**config.mk**
```make
export PLATFORM = sky130hd
export DESIGN_NAME = fp_add_sequencer_flat
export DESIGN_NICKNAME = d
export VERILOG_FILES = /design/src/rtl/fp_add_sequencer_if.sv /design/src/rtl/fp_add_sequencer.sv /design/src/flat_wrapper.sv
export SDC_FILE = /design/constraint.sdc
export NUM_CORES = 1
export LEC_CHECK = 0
export BUFFER_PORTS_ARGS = -buffer_cell sky130_fd_sc_hd__buf_2
export CAP_MARGIN = 10
export CORE_MARGIN = 1
export CORE_UTILIZATION = 34
export DETAILED_ROUTE_END_ITERATION = 10
export PLACE_DENSITY_LB_ADDON = 0.25
export SYNTH_ARGS = -nofsm -noshare
export SYNTH_HDL_FRONTEND = slang
export SYNTH_SLANG_ARGS = --single-unit
export TNS_END_PERCENT = 30
```
**constraint.sdc**
```tcl
create_clock -name clk -period 6 [get_ports clk]
set_input_delay 0.3 -clock clk [delete_from_list [all_inputs] [get_ports clk]]
set_output_delay 0.3 -clock clk [all_outputs]
set_load 0.02 [all_outputs]
```
**src/rtl/fp_add_sequencer_if.sv**
```systemverilog
// Operand/result handshake bundle for the multi-cycle FP adder.
// The master side (ALU top level) drives operands and out_ready.
interface fp_add_sequencer_if;
   logic [31:0] a;
   logic [31:0] b;
   logic        in_valid;
   logic        in_ready;
   logic [31:0] sum;
   logic        out_valid;
   logic        out_ready;
   logic        busy;

   modport master (
      output a, b, in_valid, out_ready,
      input  in_ready, sum, out_valid, busy
   );

   modport slave (
      input  a, b, in_valid, out_ready,
      output in_ready, sum, out_valid, busy
   );
endinterface

```
**src/rtl/fp_add_sequencer.sv**
```systemverilog
// Sequential IEEE-754 single-precision adder: unpack, stepwise align,
// add/sub, one-bit-per-cycle normalise, pack. Truncating, no rounding.
module fp_add_sequencer #(
   parameter int ALIGN_STEP = 4
) (
   input logic               clk,
   input logic               reset,
   fp_add_sequencer_if.slave bus
);

   typedef enum logic [2:0] {
      IDLE, UNPACK, ALIGN, ADD, NORM, PACK, DONE
   } state_t;

   localparam logic [7:0]  STEP    = 8'(ALIGN_STEP);
   localparam logic [31:0] QNAN    = 32'h7FC0_0000;
   localparam logic [7:0]  EXP_MAX = 8'd254;

   state_t      state, state_nxt;

   logic [31:0] a_q, b_q;
   logic        sign_x, sign_y;
   logic [7:0]  e_q;
   logic [24:0] mx_q, my_q;
   logic [7:0]  diff_q;
   logic [24:0] m_q;
   logic        force_q;
   logic [31:0] force_val_q;
   logic [31:0] sum_q;

   // Unpack: X is the operand with the larger {exp,frac} magnitude.
   logic        b_gt;
   logic [31:0] op_x, op_y;
   logic [7:0]  ex, ey, raw_diff;
   logic [24:0] man_x, man_y;
   logic        far, nan_in;

   always_comb begin
      b_gt     = b_q[30:0] > a_q[30:0];
      op_x     = b_gt ? b_q : a_q;
      op_y     = b_gt ? a_q : b_q;
      ex       = op_x[30:23];
      ey       = op_y[30:23];
      man_x    = (ex == 8'd0) ? 25'd0 : {2'b01, op_x[22:0]};
      man_y    = (ey == 8'd0) ? 25'd0 : {2'b01, op_y[22:0]};
      raw_diff = ex - ey;
      far      = raw_diff >= 8'd25;
      nan_in   = (a_q[30:23] == 8'hFF) || (b_q[30:23] == 8'hFF);
   end

   logic [7:0]  step;
   logic [24:0] add_m;

   always_comb begin
      step  = (diff_q > STEP) ? STEP : diff_q;
      add_m = (sign_x == sign_y) ? (mx_q + my_q) : (mx_q - my_q);
   end

   always_ff @(posedge clk) begin
      if (reset) state <= IDLE;
      else       state <= state_nxt;
   end

   always_comb begin
      state_nxt = state;
      case (state)
         IDLE:   if (bus.in_valid) state_nxt = UNPACK;
         UNPACK: state_nxt = nan_in ? PACK : ALIGN;
         ALIGN:  if (diff_q == 8'd0) state_nxt = ADD;
         ADD:    state_nxt = (add_m == 25'd0) ? PACK : NORM;
         NORM:   if (m_q[24] || m_q[23] || (e_q == 8'd1)) state_nxt = PACK;
         PACK:   state_nxt = DONE;
         DONE:   if (bus.out_ready) state_nxt = IDLE;
         default: state_nxt = IDLE;
      endcase
   end

   always_ff @(posedge clk) begin
      if (reset) begin
         a_q         <= '0;
         b_q         <= '0;
         sign_x      <= 1'b0;
         sign_y      <= 1'b0;
         e_q         <= '0;
         mx_q        <= '0;
         my_q        <= '0;
         diff_q      <= '0;
         m_q         <= '0;
         force_q     <= 1'b0;
         force_val_q <= '0;
         sum_q       <= '0;
      end else begin
         case (state)
            IDLE: if (bus.in_valid) begin
               a_q     <= bus.a;
               b_q     <= bus.b;
               force_q <= 1'b0;
            end
            UNPACK: begin
               sign_x <= op_x[31];
               sign_y <= op_y[31];
               e_q    <= ex;
               mx_q   <= man_x;
               my_q   <= far ? 25'd0 : man_y;
               diff_q <= far ? 8'd0 : raw_diff;
               if (nan_in) begin
                  force_q     <= 1'b1;
                  force_val_q <= QNAN;
               end
            end
            ALIGN: if (diff_q != 8'd0) begin
               my_q   <= my_q >> step;
               diff_q <= diff_q - step;
            end
            ADD: begin
               m_q <= add_m;
               if (add_m == 25'd0) begin
                  force_q     <= 1'b1;
                  force_val_q <= 32'h0000_0000;
               end
            end
            // Exactly one normalisation action per cycle.
            NORM: begin
               if (m_q[24]) begin
                  if (e_q == EXP_MAX) begin
                     force_q     <= 1'b1;
                     force_val_q <= {sign_x, 8'hFF, 23'd0};
                  end else begin
                     m_q <= m_q >> 1;
                     e_q <= e_q + 8'd1;
                  end
               end else if (!m_q[23]) begin
                  if (e_q == 8'd1) begin
                     force_q     <= 1'b1;
                     force_val_q <= {sign_x, 31'd0};
                  end else begin
                     m_q <= m_q << 1;
                     e_q <= e_q - 8'd1;
                  end
               end
            end
            PACK: sum_q <= force_q ? force_val_q : {sign_x, e_q, m_q[22:0]};
            default: ;
         endcase
      end
   end

   assign bus.in_ready  = (state == IDLE);
   assign bus.out_valid = (state == DONE);
   assign bus.busy      = (state != IDLE);
   assign bus.sum       = sum_q;

endmodule

```
**src/flat_wrapper.sv**
```systemverilog
// flat-port wrapper written by rule: the top's interface ports become plain ports
module fp_add_sequencer_flat 
#(
   parameter int ALIGN_STEP = 4
)
  (clk, reset, bus_a, bus_b, bus_in_valid, bus_out_ready, bus_in_ready, bus_sum, bus_out_valid, bus_busy);
  fp_add_sequencer_if bus_i ();
  input logic clk;
  input logic reset;
  input wire logic [$bits(bus_i.a)-1:0] bus_a;
  input wire logic [$bits(bus_i.b)-1:0] bus_b;
  input wire logic [$bits(bus_i.in_valid)-1:0] bus_in_valid;
  input wire logic [$bits(bus_i.out_ready)-1:0] bus_out_ready;
  output wire logic [$bits(bus_i.in_ready)-1:0] bus_in_ready;
  output wire logic [$bits(bus_i.sum)-1:0] bus_sum;
  output wire logic [$bits(bus_i.out_valid)-1:0] bus_out_valid;
  output wire logic [$bits(bus_i.busy)-1:0] bus_busy;
  assign bus_i.a = bus_a;
  assign bus_i.b = bus_b;
  assign bus_i.in_valid = bus_in_valid;
  assign bus_i.out_ready = bus_out_ready;
  assign bus_in_ready = bus_i.in_ready;
  assign bus_sum = bus_i.sum;
  assign bus_out_valid = bus_i.out_valid;
  assign bus_busy = bus_i.busy;
  fp_add_sequencer #(.ALIGN_STEP(ALIGN_STEP)) u_core (.clk(clk), .reset(reset), .bus(bus_i));
endmodule
```
==> results.json, run 1 <==
{
  "die_h_um": 197,
  "die_w_um": 197,
  "drc": 0,
  "coreArea_um2": 37500,
  "numPortBuffers": 102,
  "cts_hold_repair.buffers": 0,
  "row_count": 71,
  "tightest_slew_ns": 1.16,
  "slew_viol_final": 0,
  "die_area_um2": 38800,
  "critPathCaptureType": "register",
  "grt_pass1_vias": 10924,
  "required_ns": 6.39,
  "powerDensity_nw_per_um2": 555,
  "cts_buffers": 17,
  "syn_to_final_growth_pct": 10.8,
  "crit_slowest_cell": "a22oi_4",
  "gp_congestion": 0.847,
  "io_pins": 103,
  "critPathBufInv": 2,
  "clk_latency_ns": 0.46,
  "netlist_instances": 1694,
  "cts_root_buf": "clkbuf_16",
  "cap_violations": 0,
  "cts_resized": 0,
  "clock_path_buffers": 2,
  "worst_hold_slack_ns": 0.0704,
  "gr-total-overflow": 0,
  "critPathTopFamily": "compound AO/OA/AOI/OAI gates",
  "setup_viol_count_final": 0,
  "dpl.hpwl_um": 28500,
  "first_pass_iters": 5,
  "synth.area.top_cells": "dfxtp_1 30%, nand2_1 8.1%, a21oi_1 7.3%",
  "synth_seq_cells": 195,
  "pre_cts_ws_ns": 0.945,
  "slew_headroom_pct": 22.7,
  "synth_top_area_cell": "dfxtp_1",
  "wire_per_inst_um": 17.2,
  "period_share_pct": 85.6,
  "antenna_found_initial": 0,
  "final_util_pct": 38.2,
  "outcome": "finished, final reports clean",
  "critical_path.max_fanout": 14,
  "peakVddDrop_mv": 0.317,
  "syn_area_per_cell_um2": 7.63,
  "worst_setup_path_start_kind": "register",
  "finalHoldViolCount": 0,
  "postRouteAntennaNets": 0,
  "num-nets-final": 1839,
  "worstSetupPathType": "reg2reg",
  "start_util_pct": 34.5,
  "final_common_cell": "nand2_1",
  "syn-num-nets": 1825,
  "final.setup.tns_ns": 0,
  "synth_ff_type": "dfxtp_1",
  "synth_edf_count": 0,
  "final_cell_mix": "278 x nand2_1, 195 x dfxtp_1, 189 x a21oi_1, 132 x nor2_1, 102 x o21ai_0",
  "postCtsSetupBuffers": 0,
  "viasPerCell": 5.55,
  "vias": 12386,
  "path_cells": "inv_1 -> ha_1 -> nand4_2 -> nor2_1 -> a221o_1 -> o21a_2 -> nor2_4 -> mux2_2 -> ha_1 -> o21ai_0 -> o21ai_0 -> or4_1 -> and2_0 -> a311o_1 -> a22oi_4 -> buf_4 -> nand3_2 -> a21oi_1",
  "clk_pin_slew_ns": 0.08,
  "grt_pass1_wl_um": 60600,
  "yosysSeqAreaShare_pct": 30.2,
  "cp.arrival_ns": 5.53,
  "hold_path_class": "in2reg",
  "cts_htree_levels": 4,
  "syn_area_um2": 12900,
  "gr-usage-all-layers_pct": 19.8,
  "finClkSkew_ns": 0.0140,
  "first_iter_violations": 932,
  "cts_tree": "yes",
  "power_leakage_nw": 5.62,
  "finalWorstSetupSlack_ns": 0.862,
  "antenna_cells": 0,
  "grt_max_degree": 89,
  "wl_um": 38500,
  "layout-drive-gt1-share_pct": 12.1,
  "cts_sinks": 195,
  "async_flop_share_pct": 0,
  "synth.distinct_cells": 81,
  "yosys_warnings": 0,
  "rsz0062_at_grt": "no",
  "worst_path_largest_cell_delay_ns": 0.51,
  "yosysTopAreaCellShare_pct": 30.2,
  "min_period_ns": 5.14,
  "max_clock_freq_mhz": 195
}
## worst reg2reg max path: stages, from the launching register on
cell and delay (ns):
dfxtp_1 0.47, inv_1 0.15, ha_1 0.45, nand4_2 0.19, nor2_1 0.08, a221o_1 0.36
o21a_2 0.30, nor2_4 0.13, mux2_2 0.33, ha_1 0.22, o21ai_0 0.16, o21ai_0 0.15
or4_1 0.44, and2_0 0.16, a311o_1 0.38, a22oi_4 0.51, buf_4 0.29, nand3_2 0.13
a21oi_1 0.18
## report_power, final
part           internal (mW)  switching (mW)
logic                   1.75            3.00
clock network          0.585           0.563
registers               1.58           0.473
## area by class of cell
| class | instances | area, um2 |
|---|---|---|
| Sequential cell | 195 | 3900 |
| Multi-Input combinational cell | 1313 | 8300 |
| Inverter | 54 | 203 |
| Tap cell | 511 | 639 |
| Timing Repair Buffer | 127 | 704 |
| Clock inverter | 14 | 141 |
| Fill cell | 4026 | 23200 |
| Clock buffer | 18 | 429 |
## kinds of logic after synthesis
| kind of cell | count (synthesis) | share of synthesized area, % |
|---|---|---|
| flip-flops | 195 | 30.2 |
| AO/OA/AOI/OAI | 524 | 25.6 |
| XOR/XNOR | 38 | 2.58 |
| other | 1 | 0.0290 |
| AND/OR/NAND/NOR | 600 | 20.9 |
| buffers and inverters | 186 | 5.76 |
| multiplexers | 87 | 8.74 |
| adder cells (fa/ha/maj) | 63 | 6.16 |
## registers in the layout, summed over array words and instances (netlist names)
| name | cells |
|---|---|
| u_core.a_q | 32 |
| u_core.b_q | 32 |
| u_core.bus.sum | 32 |
| u_core.m_q | 25 |
| u_core.my_q | 25 |
| u_core.mx_q | 24 |
| u_core.diff_q | 8 |
| u_core.e_q | 8 |
| u_core.force_val_q | 3 |
| u_core.state | 3 |
| u_core.force_q | 1 |
| u_core.sign_x | 1 |
| u_core.sign_y | 1 |
## metal layers
| metal | vias to the layer above | wire length [um] | GRT usage (%) |
|---|---|---|---|
| met3 | 36 | 1910 | 2.96 |
| met1 | 5784 | 19600 | 29.8 |
| met4 | 0 | 678 | 6.00 |
| met5 | - | 0 | 0 |
| met2 | 351 | 16200 | 28.6 |
| li1 | 6215 | - | - |
## path summary, 6_finish.rpt
kind / startpoint / end / slack (ns) / cells after the start
worst max-delay path: u_core.a_q[26]$_SDFFE_PP0P_ / u_core.my_q[0]$_SDFFE_PP0P_ / 0.86 / 18
worst min-delay path: bus_a[9] / u_core.a_q[9]$_SDFFE_PP0P_ / 0.07 / 3
worst max register to register: u_core.a_q[26]$_SDFFE_PP0P_ / u_core.my_q[0]$_SDFFE_PP0P_ / 0.86 / 18
worst min register to register: u_core.bus.sum[15]$_SDFFE_PP0N_ / u_core.bus.sum[15]$_SDFFE_PP0N_ / 0.45 / 2
## synth_stat cells (6+ instances only)
cell type,number
nor2b_1,11
mux2i_1,60
o31ai_1,9
or4_1,6
dfxtp_1,195
a31oi_1,30
a222oi_1,9
o22ai_1,7
o311ai_0,6
or3_1,14
a22oi_1,11
nand2_1,279
xnor2_1,20
o211ai_1,10
ha_1,62
o221ai_1,20
mux4_2,20
inv_1,54
nand4_1,24
o21ai_1,8
o21ai_0,103
nor3_1,31
o21a_1,9
nor2_1,134
nand3_1,46
mux2_2,7
clkbuf_1,107
nor4_1,15
xor2_1,18
a211oi_1,36
buf_1,8
and3_1,8
a21oi_1,189
buf_2,10
a21o_1,14
a221oi_1,8
## metrics by stage
step                      power [mW]  std cells  cell area [um2]
after global routing            8.58       2232            14300
after CTS                       7.94       2230            14300
after detailed placement        6.76       2198            13700
final                           7.95       2232            14300
after floorplan                 5.57       1694            12900
after global placement          6.73       2198            13700
(Power assumes the default switching activity.)
==> run 2: changes to the inputs <==
--- a/config.mk
+++ b/config.mk
@@ -7,8 +7,10 @@
 export LEC_CHECK = 0
 export BUFFER_PORTS_ARGS = -buffer_cell sky130_fd_sc_hd__buf_2
 export CAP_MARGIN = 10
+export CORE_ASPECT_RATIO = 1.4
 export CORE_MARGIN = 1
 export CORE_UTILIZATION = 34
+export CTS_CLUSTER_SIZE = 30
 export DETAILED_ROUTE_END_ITERATION = 10
 export PLACE_DENSITY_LB_ADDON = 0.25
 export SYNTH_ARGS = -nofsm -noshare
==> run 2 against run 1 <==
Net effect:
- via count decreased by 0.35%
- non-clock buffer count increased by 1
- critical path depth decreased by 2
- maximum frequency decreased by 0.22%
- combinational power decreased by 0.8%
- design area about the same
- count of clock-buffer cells in the layout decreased by 1
- sequential share of layout area about the same
- critical path type unchanged
- critical endpoint is now u_core.state[0]$_SDFFE_PP0P_
- largest power group unchanged
==> results.json, run 2 (same netlist as run 1, synthesis figures left out) <==
{
  "outcome": "finished, final reports clean",
  "finalHoldViolCount": 0,
  "finClkSkew_ns": 0.0139,
  "worst_setup_path_start_kind": "register",
  "slew_viol_final": 0,
  "p_sw_share_pct": 50.2,
  "die_w_um": 167,
  "postCtsSetupBuffers": 0,
  "stdcell_count": 2194,
  "cts_htree_levels": 4,
  "drc": 0,
  "whs_path_depth": 3,
  "grt-busiest-layer": "met2",
  "tightest_slew_ns": 1.11,
  "required_ns": 6.38,
  "first_iter_violations": 837,
  "seqPwrFrac_pct": 25.7,
  "power.total_mw": 7.99,
  "power_leakage_nw": 5.65,
  "row_count": 84,
  "clock_path_buffers": 2,
  "viasPerCell": 5.63,
  "clk_latency_ns": 0.47,
  "layout-drive-gt1-share_pct": 12.2,
  "antenna_found_initial": 0,
  "grt_pass1_wl_um": 60400,
  "grt.met2_usage_pct": 32.7,
  "numPortBuffers": 102,
  "grt_use_met3_pct": 2.77,
  "syn_to_final_growth_pct": 10.7,
  "antenna_cells": 0,
  "critical_path.max_fanout": 8,
  "rsz0062_at_grt": "no",
  "cts_hold_repair.buffers": 0,
  "rr_worst_depth": 16,
  "cts_resized": 0,
  "seqCellArea_um2": 3900,
  "setup_viol_count_final": 0,
  "grt_max_degree": 88,
  "gp_congestion": 0.876,
  "wl_um": 37600,
  "period_share_pct": 85.8,
  "worstSetupPathType": "reg2reg",
  "slew_headroom_pct": 25.8,
  "powerDensity_nw_per_um2": 559,
  "pre_cts_ws_ns": 0.936,
  "start_util_pct": 34.4,
  "grt_pass1_vias": 11224,
  "hold_path_class": "in2reg",
  "die_h_um": 233,
  "peakVddDrop_mv": 0.407,
  "die_area_um2": 38800,
  "cts_root_buf": "clkbuf_16",
  "cts_sinks": 195,
  "dpl.hpwl_um": 27800,
  "gr-usage-all-layers_pct": 19.3,
  "clkPwrFrac_pct": 15.4,
  "worst_hold_slack_ns": 0.0566,
  "placedCellCount": 2163,
  "switching_power_mw": 4.01,
  "p_comb_share_pct": 58.9,
  "max_clock_freq_mhz": 194,
  "coreArea_um2": 37500,
  "num-nets-final": 1840,
  "multi_input_area_um2": 8300,
  "critPathCaptureType": "register",
  "postRouteAntennaNets": 0,
  "final_common_cell": "nand2_1",
  "final.setup.tns_ns": 0,
  "cts_buffers": 17,
  "wire_per_inst_um": 17.1,
  "gr-total-overflow": 0,
  "min_period_ns": 5.15,
  "cts_tree": "yes",
  "clk_pin_slew_ns": 0.08,
  "grt_use_met1_pct": 24.4,
  "vias": 12343,
  "finalWorstSetupSlack_ns": 0.850,
  "io_pins": 103,
  "internal_power_mw": 3.98,
  "cap_violations": 0,
  "n_fill_cell": 3900,
  "cp.arrival_ns": 5.53,
  "final_cell_mix": "278 x nand2_1, 195 x dfxtp_1, 189 x a21oi_1, 132 x nor2_1, 102 x o21ai_0",
  "first_pass_iters": 6
}
==> run 2: power by group through the flow <==
stage	sequential [mW]	combinational, mW	clock, mW
floorplan	1.79	3.78	0
global placement	2.07	4.64	0
detailed placement	2.08	4.67	0
CTS	2.05	4.70	1.26
global route	2.11	5.20	1.31
finish	2.06	4.71	1.23
==> run 2: final timing paths <==
| path | startpoint | to | slack, ns |
|---|---|---|---|
| max | u_core.my_q[2]$_SDFFE_PP0P_ | u_core.state[0]$_SDFFE_PP0P_ | 0.85 |
| min | bus_a[7] | u_core.a_q[7]$_SDFFE_PP0P_ | 0.06 |
| max reg2reg | u_core.my_q[2]$_SDFFE_PP0P_ | u_core.state[0]$_SDFFE_PP0P_ | 0.85 |
| min reg2reg | u_core.bus.sum[16]$_SDFFE_PP0N_ | u_core.bus.sum[16]$_SDFFE_PP0N_ | 0.45 |
==> run 2: per-stage QoR <==
step | utilization (%) | area (um2)
detailed placement | 36.5 | 13700
global placement | 36.5 | 13700
CTS | 38.1 | 14300
floorplan | - | 12900
finish | 38.1 | 14300
global route | 38.1 | 14300
==> run 2: worst max-delay path, stage by stage, from the launching register on <==
cell and delay [ns]:
dfxtp_1 0.38, or3_1 0.39, or3_1 0.35, or4_1 0.43, nor2b_1 0.34, a21oi_1 0.13
xor2_1 0.16, ha_1 0.39, and3_1 0.28, nand2_1 0.10, o22ai_1 0.35, nor3_1 0.11
o21ai_0 0.57, a21oi_1 0.17, xor2_1 0.20, or3_1 0.44, a311oi_1 0.26
==> run 2: area by class of cell <==
class | instances | share of cell area [%]
multi-input combinational | 1313 | 58.0
sequential | 195 | 27.3
timing repair buffer | 128 | 4.95
tap | 473 | 4.14
clock buffer | 17 | 2.97
inverter | 54 | 1.42
clock inverter | 14 | 1.29
==> run 2: metal layers <==
metal	part of all wire [%]	up-vias
met2	47	286
met4	3.1	0
met3	3.7	54
li1	-	6200
met5	0	-
met1	46	5803
